### config.mk
export PLATFORM = sky130hd
export DESIGN_NAME = dbg_log_arb
export DESIGN_NICKNAME = d
export VERILOG_FILES = /design/src/rtl/dbg_log_arb_pkg.sv /design/src/rtl/dbg_log_arb_rr_pick.sv /design/src/rtl/dbg_log_arb.sv
export SDC_FILE = /design/constraint.sdc
export NUM_CORES = 1
export LEC_CHECK = 0
export ABC_AREA = 1
export CORE_ASPECT_RATIO = 1.75
export CORE_MARGIN = 4
export CORE_UTILIZATION = 41
export DETAILED_ROUTE_END_ITERATION = 8
export GPL_ROUTABILITY_DRIVEN = 0
export PLACE_DENSITY_LB_ADDON = 0.1
export SLEW_MARGIN = 20
export SYNTH_ARGS = -nofsm -noshare
export SYNTH_HDL_FRONTEND = slang
export SYNTH_HIERARCHICAL = 1
export SYNTH_SLANG_ARGS = --single-unit
### constraint.sdc
create_clock -name clk -period 6.2 [get_ports clk]
set_input_delay 1.86 -clock clk [delete_from_list [all_inputs] [get_ports clk]]
set_output_delay 1.86 -clock clk [all_outputs]
set_load 0.1 [all_outputs]
### src/rtl/dbg_log_arb_pkg.sv
// rtl/dbg_log_arb_pkg.sv - shared state encoding and flit width helper for the log arbiter
package dbg_log_arb_pkg;

  typedef enum logic {
    ST_ARB  = 1'b0,
    ST_LOCK = 1'b1
  } arb_state_e;

  // A log flit carries the data word plus its byte-keep bits.
  function automatic int calc_log_w(input int data_width);
    return data_width + data_width / 8;
  endfunction

endpackage

### src/rtl/dbg_log_arb_rr_pick.sv
// rtl/dbg_log_arb_rr_pick.sv - combinational rotating-priority picker
module dbg_log_arb_rr_pick
  import dbg_log_arb_pkg::*;
#(
  parameter int N = 2,
  parameter int W = $clog2(N)
) (
  input  logic [N-1:0] i_req,
  input  logic [W-1:0] i_ptr,
  output logic [W-1:0] o_sel,
  output logic         o_sel_valid
);

  logic [W-1:0] w_idx;

  // Scan from the farthest position back to i_ptr so the nearest requester wins last.
  always_comb begin
    o_sel       = '0;
    o_sel_valid = 1'b0;
    w_idx       = '0;
    for (int k = N - 1; k >= 0; k--) begin
      w_idx = W'((int'(i_ptr) + k) % N);
      if (i_req[w_idx]) begin
        o_sel       = w_idx;
        o_sel_valid = 1'b1;
      end
    end
  end

endmodule

### src/rtl/dbg_log_arb.sv
// rtl/dbg_log_arb.sv - round-robin merge of N log streams, packets kept whole, source tagged on TDEST
module dbg_log_arb
  import dbg_log_arb_pkg::*;
#(
  parameter int N_IN       = 2,
  parameter int DATA_WIDTH = 64,
  parameter int PKT_LOCK   = 1,
  parameter int SRC_W      = $clog2(N_IN),
  localparam int LOG_W     = calc_log_w(DATA_WIDTH)
) (
  input  logic                  clk,
  input  logic                  rst,
  input  logic [N_IN*LOG_W-1:0] in_TDATA,
  input  logic [N_IN-1:0]       in_TVALID,
  output logic [N_IN-1:0]       in_TREADY,
  input  logic [N_IN-1:0]       in_TLAST,
  output logic [LOG_W-1:0]      out_TDATA,
  output logic                  out_TVALID,
  input  logic                  out_TREADY,
  output logic                  out_TLAST,
  output logic [SRC_W-1:0]      out_TDEST
);

  arb_state_e       r_state, w_state_nxt;
  logic [SRC_W-1:0] r_rr_ptr, w_rr_ptr_nxt;
  logic [SRC_W-1:0] r_grant, w_grant_nxt;
  logic [SRC_W-1:0] w_pick_sel, w_sel, w_sel_inc;
  logic             w_pick_valid, w_sel_valid, w_ld_en, w_hs, w_sel_last;
  logic [LOG_W-1:0] w_sel_data;
  logic             r_out_valid, r_out_last;
  logic [LOG_W-1:0] r_out_data;
  logic [SRC_W-1:0] r_out_dest;

  dbg_log_arb_rr_pick #(
    .N (N_IN),
    .W (SRC_W)
  ) u_rr_pick (
    .i_req       (in_TVALID),
    .i_ptr       (r_rr_ptr),
    .o_sel       (w_pick_sel),
    .o_sel_valid (w_pick_valid)
  );

  assign w_sel       = (r_state == ST_LOCK) ? r_grant : w_pick_sel;
  assign w_sel_valid = (r_state == ST_LOCK) ? in_TVALID[r_grant] : w_pick_valid;
  assign w_ld_en     = !r_out_valid || out_TREADY;
  // Gating with rst keeps every ready low while the block is held in reset.
  assign w_hs        = rst && w_ld_en && w_sel_valid;
  assign w_sel_inc   = (w_sel == SRC_W'(N_IN - 1)) ? '0 : w_sel + 1'b1;

  always_comb begin
    w_sel_data = '0;
    w_sel_last = 1'b0;
    in_TREADY  = '0;
    for (int i = 0; i < N_IN; i++) begin
      if (w_sel == SRC_W'(i)) begin
        w_sel_data   = in_TDATA[i*LOG_W +: LOG_W];
        w_sel_last   = in_TLAST[i];
        in_TREADY[i] = w_hs;
      end
    end
  end

  always_comb begin
    w_state_nxt  = r_state;
    w_rr_ptr_nxt = r_rr_ptr;
    w_grant_nxt  = r_grant;
    case (r_state)
      ST_ARB: begin
        if (w_hs) begin
          if ((PKT_LOCK != 0) && !w_sel_last) begin
            w_state_nxt = ST_LOCK;
            w_grant_nxt = w_sel;
          end else begin
            w_rr_ptr_nxt = w_sel_inc;
          end
        end
      end
      ST_LOCK: begin
        if (w_hs && w_sel_last) begin
          w_state_nxt  = ST_ARB;
          w_rr_ptr_nxt = w_sel_inc;
        end
      end
    endcase
  end

  always_ff @(posedge clk or negedge rst) begin
    if (!rst) begin
      r_state  <= ST_ARB;
      r_rr_ptr <= '0;
      r_grant  <= '0;
    end else begin
      r_state  <= w_state_nxt;
      r_rr_ptr <= w_rr_ptr_nxt;
      r_grant  <= w_grant_nxt;
    end
  end

  always_ff @(posedge clk or negedge rst) begin
    if (!rst) begin
      r_out_valid <= 1'b0;
      r_out_last  <= 1'b0;
      r_out_data  <= '0;
      r_out_dest  <= '0;
    end else if (w_ld_en) begin
      r_out_valid <= w_hs;
      if (w_hs) begin
        r_out_data <= w_sel_data;
        r_out_last <= w_sel_last;
        r_out_dest <= w_sel;
      end
    end
  end

  assign out_TVALID = r_out_valid;
  assign out_TDATA  = r_out_data;
  assign out_TLAST  = r_out_last;
  assign out_TDEST  = r_out_dest;

endmodule
# Word-level counts from Yosys, hierarchy flattened
# Cells that the tools add are included.
classes:
  add_sub_neg: 2
  mux: 25
  n_lt_le_gt_ge: 3
  n_bitwise: 2
  reduce_logical: 8
  n_eq_ne: 3
op_table:
  columns: ["cell", "n"]
  rows:
  - ["$mux 72", 1]
  - ["$mux 1", 22]
  - ["$lt 1x2->1 const B", 3]
  - ["$reduce_and 3->1", 2]
  - ["$ne 2x2->1 const B", 2]
  - ["$pmux 1 s2", 2]
  - ["$logic_and 1x1->1", 3]
  - ["$add 1x1->1 const B", 2]
  - ["$ne 2x1->1 const B", 1]
  - ["$not 1->1", 2]
  - ["$reduce_and 2->1", 1]
  - ["$logic_not 1->1", 1]
  - ["$logic_or 1x1->1", 1]
word_totals:
  input_bits: 151
  wordCells: 50
  reg_bits: 78

# Longest topological paths before layout
logic_depth:
  depth_word: 11
  ltp_mapped: 10
  ltp_nobuf: 9

# Modules after synthesis
# Netlist, hierarchy kept.
modules_own_cells:
  columns: ["module", "seq_area_each_um2", "n_inst", "area_per_inst_um2", "cells_per_inst"]
  rows:
  - ["dbg_log_arb", 1951.9, 1, 3930.0, 585]
  - ["dbg_log_arb_rr_pick", 0.0, 1, 18.8, 4]

# Worst setup path before layout
# Ideal clock, no wire load.
synth_timing:
  path_kind: "input to output"
  startpoint: "in in_TVALID[0]"
  endpoint: "out in_TREADY[0]"
  n_path_buf: 1
  t_required_ps: 4340
  cell_stages: 8
  setup_slack_ps: 561
  t_arrival_ps: 3779
  cell_sequence: "or2_1 inv_1 nand2_1 nand3_2 nor2_4 inv_2 clkbuf_1 nor2_1"
synth_between:
  elab_chain_len: 7
  word_cells_on_any_way: 14
  cone_classes: "mux (13); reduce/logical (1)"
synth_lines:
  columns: ["element", "line", "text"]
  rows:
  - ["start, declared", "dbg_log_arb.sv:14", "input logic [N_IN-1:0] in_TVALID,"]
  - ["$mux 1 (not written as such) (2 in series)", "dbg_log_arb_rr_pick.sv:23", "if (i_req[w_idx]) begin"]
  - ["$mux 1 (2 in series)", "dbg_log_arb_rr_pick.sv:23", null]
  - ["$mux 1", "dbg_log_arb.sv:45", "assign w_sel_valid = (r_state == ST_LOCK) ? in_TVALID[r_grant] : w_pick_valid;"]
  - ["$logic_and 1x1->1", "dbg_log_arb.sv:48", "assign w_hs = rst && w_ld_en && w_sel_valid;"]
  - ["$mux 1 (*)", "dbg_log_arb.sv:56", "if (w_sel == SRC_W'(i)) begin"]
  - ["end, declared", "dbg_log_arb.sv:15", "output logic [N_IN-1:0] in_TREADY,"]
# Mark *: on every way between the ends. The rest lies on a longest branch, timed or not. The select of a mux whose other input is x is not followed.

# Worst setup path in the final report
layout_timing:
  startpoint: "in in_TVALID[1]"
  endpoint: "out in_TREADY[1]"
layout_between:
  word_cells_on_any_way: 14
  cone_classes: "mux (13); reduce/logical (1)"
layout_lines:
  columns: ["element", "line", "text"]
  rows:
  - ["$mux 1 (not written as such) (2 in series)", "dbg_log_arb_rr_pick.sv:23", null]
  - ["$mux 1", "dbg_log_arb_rr_pick.sv:23", null]
  - ["$mux 1 (*)", "dbg_log_arb_rr_pick.sv:23", null]
  - ["named net w_pick_sel", "dbg_log_arb.sv:27", "logic [SRC_W-1:0] w_pick_sel, w_sel, w_sel_inc;"]
  - ["$mux 1 (*)", "dbg_log_arb.sv:44", "assign w_sel = (r_state == ST_LOCK) ? r_grant : w_pick_sel;"]
  - ["$mux 1 (*)", "dbg_log_arb.sv:56", null]
# Mark *: on every way through the listed nets, which the timed path passes. The rest lies on a longest branch. The select of a mux whose other input is x is not followed.

==> results_dict.tcl <==
set metrics [dict create \
    use_met3 0.0641 \
    cp_top_family "buffers and inverters" \
    slew_viol_final 0 \
    hold_buffers 0 \
    min_path_type "register to register" \
    finalCritPeriodShare 0.852 \
    end_kind "output port" \
    grt_start_max_net_pins 76 \
    grt-ovfl-total 0 \
    regArea_um2 1950 \
    grtUsageTotal 0.220 \
    grt_antenna_before_repair 0 \
    nFillCells 825 \
    die-area_um2 11300 \
    postRouteAntennaNets 0 \
    reg2reg_slack_ns 3.13 \
    cp.required_ns 4.34 \
    root_buffer "clkbuf_16" \
    ios 228 \
    startpoint "in_TVALID[1]" \
    slowest_stage "clkdlybuf4s50_1" \
    dpl.hpwl_mm 9.26 \
    fp.dieH_um 138 \
    cp_num_cells 8 \
    fp-row-count 47 \
    port_buffers 227 \
    reg2reg_depth 10 \
    core_region_area_um2 9410 \
    reg2reg_from "r_rr_ptr$_DFFE_PN0P_" \
    synth_cell_types 17 \
    routed_wl_mm 12.4 \
    vias_per_cell 4.58 \
    path_max_fanout 24 \
    use_met2 0.399 \
    setup_viol 0 \
    cts_resized 0 \
    synth_top_area_share 0.494 \
    fin_crit_ns 5.28 \
    cts_buffer_depth 2 \
    ys_seq_elements 78 \
    slew_headroom 0.306 \
    numClockSinks 78 \
    grt_pass1_wl_mm 19.2 \
    fin_skew_ns 0.00489 \
    rsz0062_at_grt "no" \
    clk_latency_ns 0.33 \
    h-tree-depth 3 \
    crit_path_start_kind "primary input" \
    seq_area_frac_synth 0.494 \
    cap_violations 0 \
    drt-pass1-iter-count 4 \
    cts_tree "done" \
    grt_util_met1 0.231 \
    drive_gt1_frac 0.0348 \
    finalHoldViolCount 0 \
    ys_warn_count 6 \
    synth_nets 740 \
    multi_input_area_um2 1780 \
    drt_iter0_markers 212 \
    grt_pass1_vias 4242 \
    synthToLayoutAreaGrowth_pct 66.3 \
    post-route-drc-count 0 \
    worst-setup-path-type "primary input to output port" \
    finalSetupTns_ns 0 \
    worst_pin_slew_ns 1.04 \
    die_w_um 82.2 \
    synthCells 589 \
    busiest_layer "met2" \
    syn_area_um2 3950 \
    max_freq_ghz 0.189 \
    status "finished, final reports clean" \
    crit_arrival_ns 3.42 \
    yosysTopAreaCell "dfrtp_1" \
    antenna_cells 0 \
    cts_inserted_buffers 9 \
    fin_nets 952 \
    worstPathCellList "clkdlybuf4s50_1 -> inv_1 -> a21oi_1 -> nand2_1 -> nand2_2 -> nand2_1 -> inv_1 -> buf_12" \
    post_cts_buffers 0 \
    r2r_end "out_TDATA[20]$_DFFE_PN0P_" \
    cp.buffers_inverters 4 \
    cpPeakStageDelay_ns 0.49 \
    endpoint "in_TREADY[1]" \
    synth.top_cells.by_area "dfrtp_1 49%, nand2_1 43%, buf_2 1.8%" \
    initial_core_util 0.420 \
    vias 4246 \
    syn_avg_cell_area_um2 6.70 \
    clk_pin_slew_worst_paths_ns 0.05 \
    routedWlPerCell_um 13.3 \
]
==> registers in the layout, summed over array words and instances, names as in the netlist, named ones only <==
register / flops
out_TDATA: 72
out_TDEST: 1
out_TLAST: 1
out_TVALID: 1
r_grant: 1
r_rr_ptr: 1
==> layout make-up <==
type,instances,share of cell area
inverter,13,0.00762
timing repair buffer,232,0.354
tap,122,0.0232
sequential,78,0.297
multi-input combinational,467,0.271
clock inverter,5,0.0114
clock buffer,10,0.0349
==> Yosys cell counts <==
library cell	n
nand3_1	5
or2_1	1
nand4_1	1
o21ai_0	1
a21oi_1	1
nand3_2	1
nor2_4	1
clkbuf_1	6
nand2_1	453
buf_6	1
dfrtp_1	78
buf_4	7
nor2_1	3
buf_1	3
inv_2	3
inv_1	10
buf_2	14
==> placed cells by master (no fill, tap or decap), types with 3 or more instances in the layout <==
cell type / instances
buf_4: 6
nand2_1: 452
clkinv_2: 4
nor2_1: 3
clkbuf_16: 9
dfrtp_1: 78
clkdlybuf4s50_1: 224
inv_1: 10
nand3_1: 5
==> worst register-to-register path, cell delays in order (launching register included) <==
cell,delay [ns]
dfrtp_1,0.36
inv_1,0.05
a21oi_1,0.15
nand2_1,0.11
nand2_2,0.34
buf_4,0.54
clkinv_2,0.88
nand2_1,0.30
nand2_1,0.09
nand2_1,0.06
nand2_1,0.06
==> cell families (layout without fill, tap and decap cells) <==
family	after synthesis	in the layout	share of synthesized area
AO/OA/AOI/OAI	2	2	0.00253
flip-flops	78	78	0.494
buffers and inverters	44	260	0.0548
AND/OR/NAND/NOR	465	465	0.448
==> metrics by stage <==
stage | setup slack (ns) | instances | hold slack, ns | instance area (µm²) | util
5_1_grt | 0.764 | 927 | 0.486 | 6570 | 0.698
6_report | 0.917 | 927 | 0.468 | 6570 | 0.698
2_1_floorplan | 0.561 | 589 | 0.442 | 3950 | -
3_3_place_gp | 0.932 | 912 | 0.454 | 6260 | 0.666
4_1_cts | 0.897 | 927 | 0.471 | 6570 | 0.698
3_5_place_dp | 0.898 | 912 | 0.457 | 6260 | 0.666
==> per-layer routing <==
layer | routed length [µm] | up-vias
met5 | 0 | -
met4 | 383 | 0
met3 | 899 | 23
met2 | 6720 | 142
met1 | 4350 | 1912
li1 | - | 2169
==> how the worst min path moves through the flow <==
stage,start,to,slack (ns),cells past startpoint
after detailed placement,out_TDATA[48]$_DFFE_PN0P_,out_TDATA[48]$_DFFE_PN0P_,0.46,2
after global placement,out_TDATA[56]$_DFFE_PN0P_,out_TDATA[56]$_DFFE_PN0P_,0.45,2
final,out_TDATA[64]$_DFFE_PN0P_,out_TDATA[64]$_DFFE_PN0P_,0.47,2
after floorplan,r_rr_ptr$_DFFE_PN0P_,r_rr_ptr$_DFFE_PN0P_,0.44,2
after CTS,out_TDATA[59]$_DFFE_PN0P_,out_TDATA[59]$_DFFE_PN0P_,0.47,2
after global routing,out_TDATA[26]$_DFFE_PN0P_,out_TDATA[26]$_DFFE_PN0P_,0.49,2
Power is left out: the tool's default activity adds up to more than one toggle a clock period on the data nets, which glitch-free logic cannot reach.
